`src/rtl/eka_arb_pkg.sv`:
```
// Shared types and constants for the Eka memory arbiter.
package eka_arb_pkg;

    // Instruction sequencing: fetch, decode/execute, optional data access, commit.
    typedef enum logic [1:0] {
        S_FETCH,
        S_EXEC,
        S_DATA,
        S_COMMIT
    } arb_state_t;

    localparam int unsigned PERF_W = 32;

endpackage

```
`src/rtl/eka_perf_counter.sv`:
```
// Free-running event counter with synchronous active-high clear; wraps modulo 2^WIDTH.
module eka_perf_counter #(
    parameter int unsigned WIDTH = 32
) (
    input  logic             clk,
    input  logic             reset,
    input  logic             inc,
    output logic [WIDTH-1:0] count
);

    logic [WIDTH-1:0] count_q, count_d;

    // Next count: add one on each qualified event.
    always_comb begin
        count_d = count_q;
        if (inc) begin
            count_d = count_q + WIDTH'(1);
        end
    end

    // Counter register.
    always_ff @(posedge clk) begin
        if (reset) begin
            count_q <= '0;
        end else begin
            count_q <= count_d;
        end
    end

    assign count = count_q;

endmodule

```
`src/rtl/eka_mem_arbiter.sv`:
```
// Shares one single-port memory bus between the Eka core's fetch and data ports.
// Each instruction runs fetch -> execute -> (data -> commit) so a single-cycle core
// works against a multi-cycle handshaked memory.
// Optional build macro EKA_ARB_PERF_EN adds retired/fetch-wait/data-wait counters.
module eka_mem_arbiter
    import eka_arb_pkg::*;
#(
    parameter int unsigned ADDR_WIDTH = 32
) (
    input  logic                  clk,
    input  logic                  reset,
    input  logic [ADDR_WIDTH-1:0] inst_addr,
    input  logic [31:0]           data_addr,
    input  logic [31:0]           mem_wr_data,
    input  logic                  mem_wr,
    input  logic                  mem_rd,
    output logic [31:0]           instruction,
    output logic                  inst_valid,
    output logic                  data_stall,
    output logic [31:0]           mem_rd_data,
    output logic                  bus_req,
    output logic                  bus_we,
    output logic [ADDR_WIDTH-1:0] bus_addr,
    output logic [31:0]           bus_wdata,
    input  logic                  bus_ready,
    input  logic [31:0]           bus_rdata
`ifdef EKA_ARB_PERF_EN
    ,
    output logic [PERF_W-1:0]     perf_retired,
    output logic [PERF_W-1:0]     perf_fetch_wait,
    output logic [PERF_W-1:0]     perf_data_wait
`endif
);

    arb_state_t  state_q, state_d;
    logic [31:0] inst_q, inst_d;
    logic [31:0] data_q, data_d;
    logic        is_load;

    // A simultaneous load+store request is treated as a store.
    assign is_load = mem_rd & ~mem_wr;

    // Next-state and bus/core outputs; reset forces the idle output values immediately.
    always_comb begin
        state_d    = state_q;
        inst_d     = inst_q;
        data_d     = data_q;
        bus_req    = 1'b0;
        bus_we     = 1'b0;
        bus_addr   = inst_addr;
        bus_wdata  = mem_wr_data;
        inst_valid = 1'b0;
        data_stall = 1'b1;

        case (state_q)
            S_FETCH: begin
                bus_req = 1'b1;
                if (bus_ready) begin
                    inst_d  = bus_rdata;
                    state_d = S_EXEC;
                end
            end
            S_EXEC: begin
                inst_valid = 1'b1;
                if (mem_rd | mem_wr) begin
                    state_d = S_DATA;
                end else begin
                    // Commit cycle for instructions without a data access.
                    data_stall = 1'b0;
                    state_d    = S_FETCH;
                end
            end
            S_DATA: begin
                bus_req    = 1'b1;
                bus_we     = mem_wr;
                bus_addr   = data_addr[ADDR_WIDTH-1:0];
                inst_valid = 1'b1;
                if (bus_ready) begin
                    if (is_load) begin
                        data_d = bus_rdata;
                    end
                    state_d = S_COMMIT;
                end
            end
            S_COMMIT: begin
                // Core still drives mem_wr here; the store is deliberately not reissued.
                inst_valid = 1'b1;
                data_stall = 1'b0;
                state_d    = S_FETCH;
            end
            default: begin
                state_d = S_FETCH;
            end
        endcase

        if (reset) begin
            bus_req    = 1'b0;
            bus_we     = 1'b0;
            inst_valid = 1'b0;
            data_stall = 1'b1;
        end
    end

    // State and capture registers.
    always_ff @(posedge clk) begin
        if (reset) begin
            state_q <= S_FETCH;
            inst_q  <= '0;
            data_q  <= '0;
        end else begin
            state_q <= state_d;
            inst_q  <= inst_d;
            data_q  <= data_d;
        end
    end

    // Latched values seen by the core read as zero while reset is held.
    assign instruction = reset ? 32'h0 : inst_q;
    assign mem_rd_data = reset ? 32'h0 : data_q;

`ifdef EKA_ARB_PERF_EN
    logic retire_ev, fetch_wait_ev, data_wait_ev;

    assign retire_ev     = inst_valid & ~data_stall;
    assign fetch_wait_ev = ~reset & (state_q == S_FETCH) & ~bus_ready;
    assign data_wait_ev  = ~reset & (state_q == S_DATA) & ~bus_ready;

    eka_perf_counter #(
        .WIDTH (PERF_W)
    ) u_perf_retired (
        .clk   (clk),
        .reset (reset),
        .inc   (retire_ev),
        .count (perf_retired)
    );

    eka_perf_counter #(
        .WIDTH (PERF_W)
    ) u_perf_fetch_wait (
        .clk   (clk),
        .reset (reset),
        .inc   (fetch_wait_ev),
        .count (perf_fetch_wait)
    );

    eka_perf_counter #(
        .WIDTH (PERF_W)
    ) u_perf_data_wait (
        .clk   (clk),
        .reset (reset),
        .inc   (data_wait_ev),
        .count (perf_data_wait)
    );
`endif

endmodule

```
`config.mk`:
```
export PLATFORM = sky130hd
export DESIGN_NAME = eka_mem_arbiter
export DESIGN_NICKNAME = d
export VERILOG_FILES = /design/src/rtl/eka_arb_pkg.sv /design/src/rtl/eka_perf_counter.sv /design/src/rtl/eka_mem_arbiter.sv
export SDC_FILE = /design/constraint.sdc
export NUM_CORES = 1
export LEC_CHECK = 0
export CAP_MARGIN = 20
export CORE_MARGIN = 10
export CORE_UTILIZATION = 32
export DETAILED_ROUTE_END_ITERATION = 6
export PLACE_DENSITY = 0.76
export RECOVER_POWER = 100
export SLEW_MARGIN = 30
export SYNTH_ARGS = -nofsm -noshare
export SYNTH_HDL_FRONTEND = slang
export SYNTH_SLANG_ARGS = --single-unit
```
`constraint.sdc`:
```
create_clock -name clk -period 1.91 [get_ports clk]
set_clock_uncertainty 0.05 [all_clocks]
set_input_delay 0.573 -clock clk [delete_from_list [all_inputs] [get_ports clk]]
set_output_delay 0.573 -clock clk [all_outputs]
set_load 0.02 [all_outputs]
```
==> flow_summary.ini <==
[timing]
hold_violations = 0
slew_headroom_pct = 84.3
fin_crit_ps = 2180
final-setup-viol-count = 39
fmax_mhz = 460
fin_crit_sh_pct = 114
slew_violations = 0
worst_slew_pin_slew_ps = 234
rsz0062_at_grt = yes
setup_slack_ps = -266

[layout]
stdcell_count = 740
antenna_cells = 0
fin_util_pct = 57.1
seq_area_mm2 = 0.00132
synthToLayoutAreaGrowth_pct = 76.2
layout_commonest_cell = clkdlybuf4s50_1
num-fill-cells = 959
drive_gt1_share_pct = 48.1
final_cell_mix = 96 x clkdlybuf4s50_1, 64 x mux2_4, 64 x nand2_1, 64 x dfxtp_1, 57 x buf_4
multi_input_area_mm2 = 0.00225
fin_nets = 726

[critical_path]
worstPathRequired_ps = 1290
critPathMaxFanout = 8
crit_type = flop to output pin
critical_path.most_common_cell = buf_12
path_buf_inv = 3
crit_path_end_kind = output pin
crit_chain = nor2b_4, buf_12, buf_12, mux2_4, buf_6
critical_path.top_delay_family = buffers and inverters
crit_arrival_ps = 1550
cp_slowest_cell = mux2_4
startpoint_type = flop
critPathMaxStageDelay_ps = 330

[global_route]
grt_use_total_pct = 15.9
first_global_vias = 3518
grt_max_degree = 41
grt_pass1_wl_um = 20600
antenna_found_initial = 0
gr-total-overflow = 0

[power_and_ir_drop]
powerDensity_mw_per_mm2 = 628
combPwrFrac_pct = 23.8
seq_power_share_pct = 35.8
switching_share_pct = 25.9
p_int_mw = 3.01
pwr-share-clk_pct = 40.4
p_leak_nw = 2.77
vdd_drop_max_uv = 367
p_sw_mw = 1.05

[synth]
synth-compound-area-share_pct = 4.84
synth_top_family_by_area = simple AND/OR/NAND/NOR gates
ys_ff_latch = 66
synth_mux_area_share_pct = 22.7
synth_top_area_share_pct = 36.0
ys_types = 23
synth_xor_area_share_pct = 0
ys_seq_area_share_pct = 36.0
syn_nets = 530
synthAdderAreaFrac_pct = 0
syn-instance-count = 397
synthesis.area_mm2 = 0.00367
synth_warnings = 0
yosys.area_share.simple_pct = 24.8
yosysTopAreaCell = dfxtp_1
syn_avg_cell_area_um2 = 9.24
synth_area_leaders = dfxtp_1 36%, nor2b_1 17%, mux2_4 12%

[routing]
drt-total-wl_um = 14200
drt-initial-drc-count = 134
routedWlPerCell_um = 19.1
viasPerCell = 4.62
drtPass1Iterations = 4
num_vias = 3417
postRouteAntennaNets = 0
drc = 0

[clock_tree]
path_clk_slew_ps = 50
h-tree-depth = 3
cts_tree = built
clock_sinks = 66
clk_latency_ps = 320
cts_root_buf = clkbuf_16
cts_buffer_depth = 2
numCtsBuffers = 9

[place]
placed_cells = 713
place_hpwl_um = 10100
routabilityCongestion = 0.757
dp_slack_ps = -589
portBuffers = 200

[run_status]
outcome = complete, but fails checks
violations = setup timing

[floorplanning]
initial_core_util_pct = 32.4
boundaryPins = 265
core_area_mm2 = 0.0113
fp.dieH_um = 127
die_x_um = 127
placementRows = 39
dieArea_mm2 = 0.0162

[worst_hold_path]
min_from = inst_q[26]$_SDFFE_PP0P_
min_path_type = flop to flop

[flow_run]
cap_viol_max_count = 0
==> worst min-delay path: stages, from the launching register on <==
cell and delay, ps:
dfxtp_1 300, nand2_1 50, a21oi_1 50
==> logic make-up (layout without fill, tap and decap cells) <==
logic type,after synthesis,after routing
and+or+nand+nor,171,171
DFF,66,66
muxes,64,64
buffers and inverters,62,262
AOI/OAI and AO/OA,34,34
==> flip-flops by register name (all words and copies together) (netlist names), named ones only <==
register,flops
data_q,32
inst_q,32
state_q,1
==> path summary, 6_finish.rpt <==
kind	slack (ps)	end	cells past startpoint
setup reg to reg	0	data_q[25]$_SDFFE_PP0P_	8
hold / removal	400	inst_q[26]$_SDFFE_PP0P_	2
hold reg to reg	400	inst_q[26]$_SDFFE_PP0P_	2
setup / recovery	-270	bus_addr[1]	5
==> through the flow <==
| stage | cell area [um2] | power, mW | setup TNS (ps) | hold WS (ps) |
|---|---|---|---|---|
| after floorplan | 3800 | 1.97 | -319 | 382 |
| after global placement | 5870 | 2.34 | -55970 | 384 |
| after detailed placement | 5870 | 2.36 | -56210 | 389 |
| after CTS | 6040 | 4.01 | -12900 | 397 |
| after global routing | 6460 | 4.22 | -10390 | 417 |
| final | 6460 | 4.06 | -7860 | 396 |
==> what timing repair did <==
action                                  CTS  global route
endpoints found under the setup margin  100            98
hold buffers                              0             0
setup buffers                             3             4
gates cloned                              3             5
pin swaps                                 3             2
gates resized for setup                 454           119
==> final cells by class <==
| type | count | area share [%] |
|---|---|---|
| Tap cell | 143 | 2.77 |
| Timing Repair Buffer | 246 | 37.3 |
| Sequential cell | 66 | 20.5 |
| Clock buffer | 10 | 3.70 |
| Clock inverter | 5 | 0.852 |
| Inverter | 1 | 0.0581 |
| Multi-Input combinational cell | 269 | 34.9 |
==> synth_stat cells <==
| library cell | number |
|---|---|
| clkbuf_2 | 1 |
| mux2_2 | 34 |
| clkbuf_1 | 15 |
| inv_1 | 1 |
| nor2b_1 | 97 |
| nor2_1 | 4 |
| buf_4 | 32 |
| a21oi_1 | 32 |
| buf_12 | 3 |
| o21bai_1 | 1 |
| or3b_2 | 1 |
| buf_1 | 1 |
| buf_2 | 7 |
| mux2_4 | 30 |
| buf_6 | 2 |
| o21ba_2 | 1 |
| nand3b_1 | 1 |
| dfxtp_1 | 66 |
| and3b_1 | 1 |
| and2_1 | 1 |
| and4b_1 | 1 |
| nor3b_1 | 1 |
| nand2_1 | 64 |
==> layer usage <==
metal | up-vias | part of all wire, % | track usage [%]
met2 | 170 | 50 | 28.5
li1 | 1643 | - | -
met1 | 1588 | 40 | 17.3
met5 | - | 0 | 0
met4 | 0 | 2.1 | 4.76
met3 | 16 | 7.6 | 5.46
==> power groups by stage <==
stage / Combinational, mW / Clock, mW / Sequential [mW]
3_3_place_gp: 0.860 / 0 / 1.48
5_1_grt: 1.03 / 1.73 / 1.46
4_1_cts: 0.884 / 1.68 / 1.45
3_5_place_dp: 0.876 / 0 / 1.48
6_report: 0.967 / 1.64 / 1.45
2_1_floorplan: 0.501 / 0 / 1.47
Note: power is estimated with default switching activity, not from simulation.
==> patch, RTL diff (config.mk and constraints unchanged) <==
The 4 states of `arb_state_t` get a one-hot encoding in 4 bits.
--- a/src/rtl/eka_arb_pkg.sv
+++ b/src/rtl/eka_arb_pkg.sv
@@ -2,11 +2,11 @@
 package eka_arb_pkg;
 
     // Instruction sequencing: fetch, decode/execute, optional data access, commit.
-    typedef enum logic [1:0] {
-        S_FETCH,
-        S_EXEC,
-        S_DATA,
-        S_COMMIT
+    typedef enum logic [3:0] {
+        S_FETCH  = 4'b0001,
+        S_EXEC   = 4'b0010,
+        S_DATA   = 4'b0100,
+        S_COMMIT = 4'b1000
     } arb_state_t;
 
     localparam int unsigned PERF_W = 32;
Check against the original RTL: no difference found for any inputs over 10 cycles, from zero or initial values and one cycle with reset high; not proved beyond that.
==> patch against the original RTL <==
The run still ends with setup timing left; critical path depth unchanged; wire length down 2.1%; sequential cell count rose by 2; via count shrank 3.1%; count of clock-buffer cells in the layout increased by 1; synthesized area is 3.4% higher; cell count rose by 1.2%; non-clock buffer count is 2 lower; first-iteration DRC count fell by 54%; synthesized cell count increased by 0.76%; design area grew 0.14%; total power up 2.4%; setup slack got worse by 0.22 ns; critical endpoint is now bus_addr[22]; largest cell class unchanged.
==> patch: results (changes against the original RTL) <==
| Metric | Value |
|---|---|
| Pleak | 3.382 nW (was 2.775 nW) |
| Detailed Route Iter0 Violations | 61 (was 134) |
| Int Pwr | 3.178 mW (was 3.009 mW) |
| Synth area leaders | dfxtp_1 (36%), mux2i_1 (17%), nand2b_1 (16%), mux2_2 (9.5%), buf_4 (7.1%) (was dfxtp_1 (36%), nor2b_1 (17%), mux2_4 (12%), mux2_2 (10%), buf_4 (6.5%)) |
| Final HPWL DP | 10.06 mm (was 10.14 mm) |
| Skew-Pair Late Insertion Delay | 0.31 ns |
| Layout cells sized above 1 | 33.99% (was 48.07%) |
| Worst slack at placement | -0.7222 ns (was -0.5887 ns) |
| YS warnings | 0 (unchanged) |
| Pre-Repair DR Iteration Count | 4 (unchanged) |
| Clock Tree Buf Depth | 2 (unchanged) |
| Worst Hold Path Cells | 2 (unchanged) |
| Pin count of the biggest net entering global routing | 26 (was 41) |
| Final WS setup | -0.4826 ns (was -0.2663 ns) |
| First-pass GRT wire length | 19.97 mm (was 20.62 mm) |
| Clock root buffer | clkbuf_16 (unchanged) |
| Initial antenna violation count | 0 (unchanged) |
| Drt wl/cell | 18.52 um (was 19.14 um) |
| Port bufs | 200 (unchanged) |
| Crit path max fanout | 6 (was 8) |
| Worst-path clk slew | 0.06 ns |
| Sequential element share of the synthesized area | 35.88% (was 36.00%) |
| Hold crit path type | reg2reg (unchanged) |
| Total GRT Usage | 14.88% (was 15.91%) |
| Async S/R FF share, synth | 0% (unchanged) |
| Peak supply drop | 0.4889 mV (was 0.3672 mV) |
| Net Count, Synth | 533 (was 530) |
| Post-DP Area | 0.005896 sq mm (was 0.005873 sq mm) |
| Netlist cell types | 24 (was 23) |
| Post-Route WL | 13.87 mm (was 14.16 mm) |
| PwrDens | 642.1 mW/mm^2 (was 627.7 mW/mm^2) |
| Largest registers | data_q (32), inst_q (32), state_q (4) (was data_q (32), inst_q (32), state_q (1)) |
| Commonest register cell after synthesis | dfxtp_1 (unchanged) |
| Placed instance count | 717 (was 713) |
| Slew margin rel. | 81.31% (was 84.30%) |
| Ant. Diodes | 0 (unchanged) |
| Leading cell types by count after synthesis | nand2b_1 (96), dfxtp_1 (68), inv_1 (65) (was nor2b_1 (97), dfxtp_1 (66), nand2_1 (64)) |
| Filler cells | 1012 (was 959) |
| Failing checks | setup timing (unchanged) |
| Syn Area/Cell | 9.484 sq um (was 9.244 sq um) |
| Status | finished, violations left (unchanged) |
| Vias in the first global route | 3606 (was 3518) |
| Register-to-Register Path Depth | 7 (was 8) |
| GPL Wtd Cong | 0.7935 (was 0.7565) |
| Setup-failing EPs final | 41 (was 39) |
| Via count | 3310 (was 3417) |
| Nets | 734 (was 726) |
| Cts bufs inserted | 9 (unchanged) |
| Critical Path AT | 1.77 ns (was 1.55 ns) |
| H-Tree Level Count | 3 (unchanged) |
-- patch: cell count changes after synthesis, sizes merged, moves of 3 or more --
cell    unedited run  this run
inv                1        65
mux2i              0        64
clkbuf            16        11
nand2             64         1
nand2b             0        96
a21oi             32         1
nor4b              0         3
mux2              64        32
nor2b             97         0
-- patch: power by group through the flow --
| stage | combinational (mW) | clock (mW) | sequential [mW] |
|---|---|---|---|
| floorplan | 0.458 | 0 | 1.53 |
| detailed placement | 0.806 | 0 | 1.53 |
| global placement | 0.792 | 0 | 1.53 |
| global route | 0.922 | 1.92 | 1.50 |
| finish | 0.866 | 1.79 | 1.50 |
| CTS | 0.804 | 1.86 | 1.50 |
-- patch: logic make-up after synthesis --
family | after synthesis | synth area share, %
DFF | 68 | 35.88
muxes | 96 | 26.39
xor gates and xnor gates | 1 | 0.2309
and+or+nand+nor | 110 | 19.10
buffers and inverters | 119 | 17.41
AOI/OAI and AO/OA | 6 | 0.9893
-- patch: final timing paths --
kind / from / to / slack [ns]
min: data_q[5] / data_q[5] / 0.43
max: state_q[0] / bus_addr[22] / -0.48
min reg2reg: data_q[5] / data_q[5] / 0.43
max reg2reg: state_q[0] / data_q[4] / -0.02
-- patch: layer usage --
metal  wire [um]  GRT usage (%)
met5           0              0
met4         102          3.211
met3        1457          6.817
met2        7451          28.55
met1        4860          14.16
-- patch: layout make-up --
class | instances | share of cell area (%)
flip-flops and latches | 68 | 21.18
well taps | 143 | 2.764
clock buffers | 11 | 3.750
multi-input cells | 213 | 29.98
repair buffers | 244 | 37.24
clock inverters | 5 | 1.314
inverters | 65 | 3.769
-- patch: worst max-delay path, stage by stage, from the launching register on --
cell and delay [ns]:
dfxtp_2 0.33, nor4b_4 0.27, buf_6 0.22, clkbuf_16 0.19
mux2_4 0.31, buf_6 0.13
-- patch: stage by stage --
step | power [mW] | setup TNS [ns]
2_1_floorplan | 1.985 | -0.6726
3_3_place_gp | 2.318 | -45.36
3_5_place_dp | 2.335 | -46.56
4_1_cts | 4.160 | -15.74
5_1_grt | 4.341 | -21.08
6_report | 4.157 | -15.68
-- patch: timing repair --
action	4_1_cts	5_1_grt
endpoints found under the setup margin	98	77
buffers inserted	3	6
pin swaps	4	6
gates resized for setup	451	85
hold endpoints to repair	0	0
gates cloned	4	4
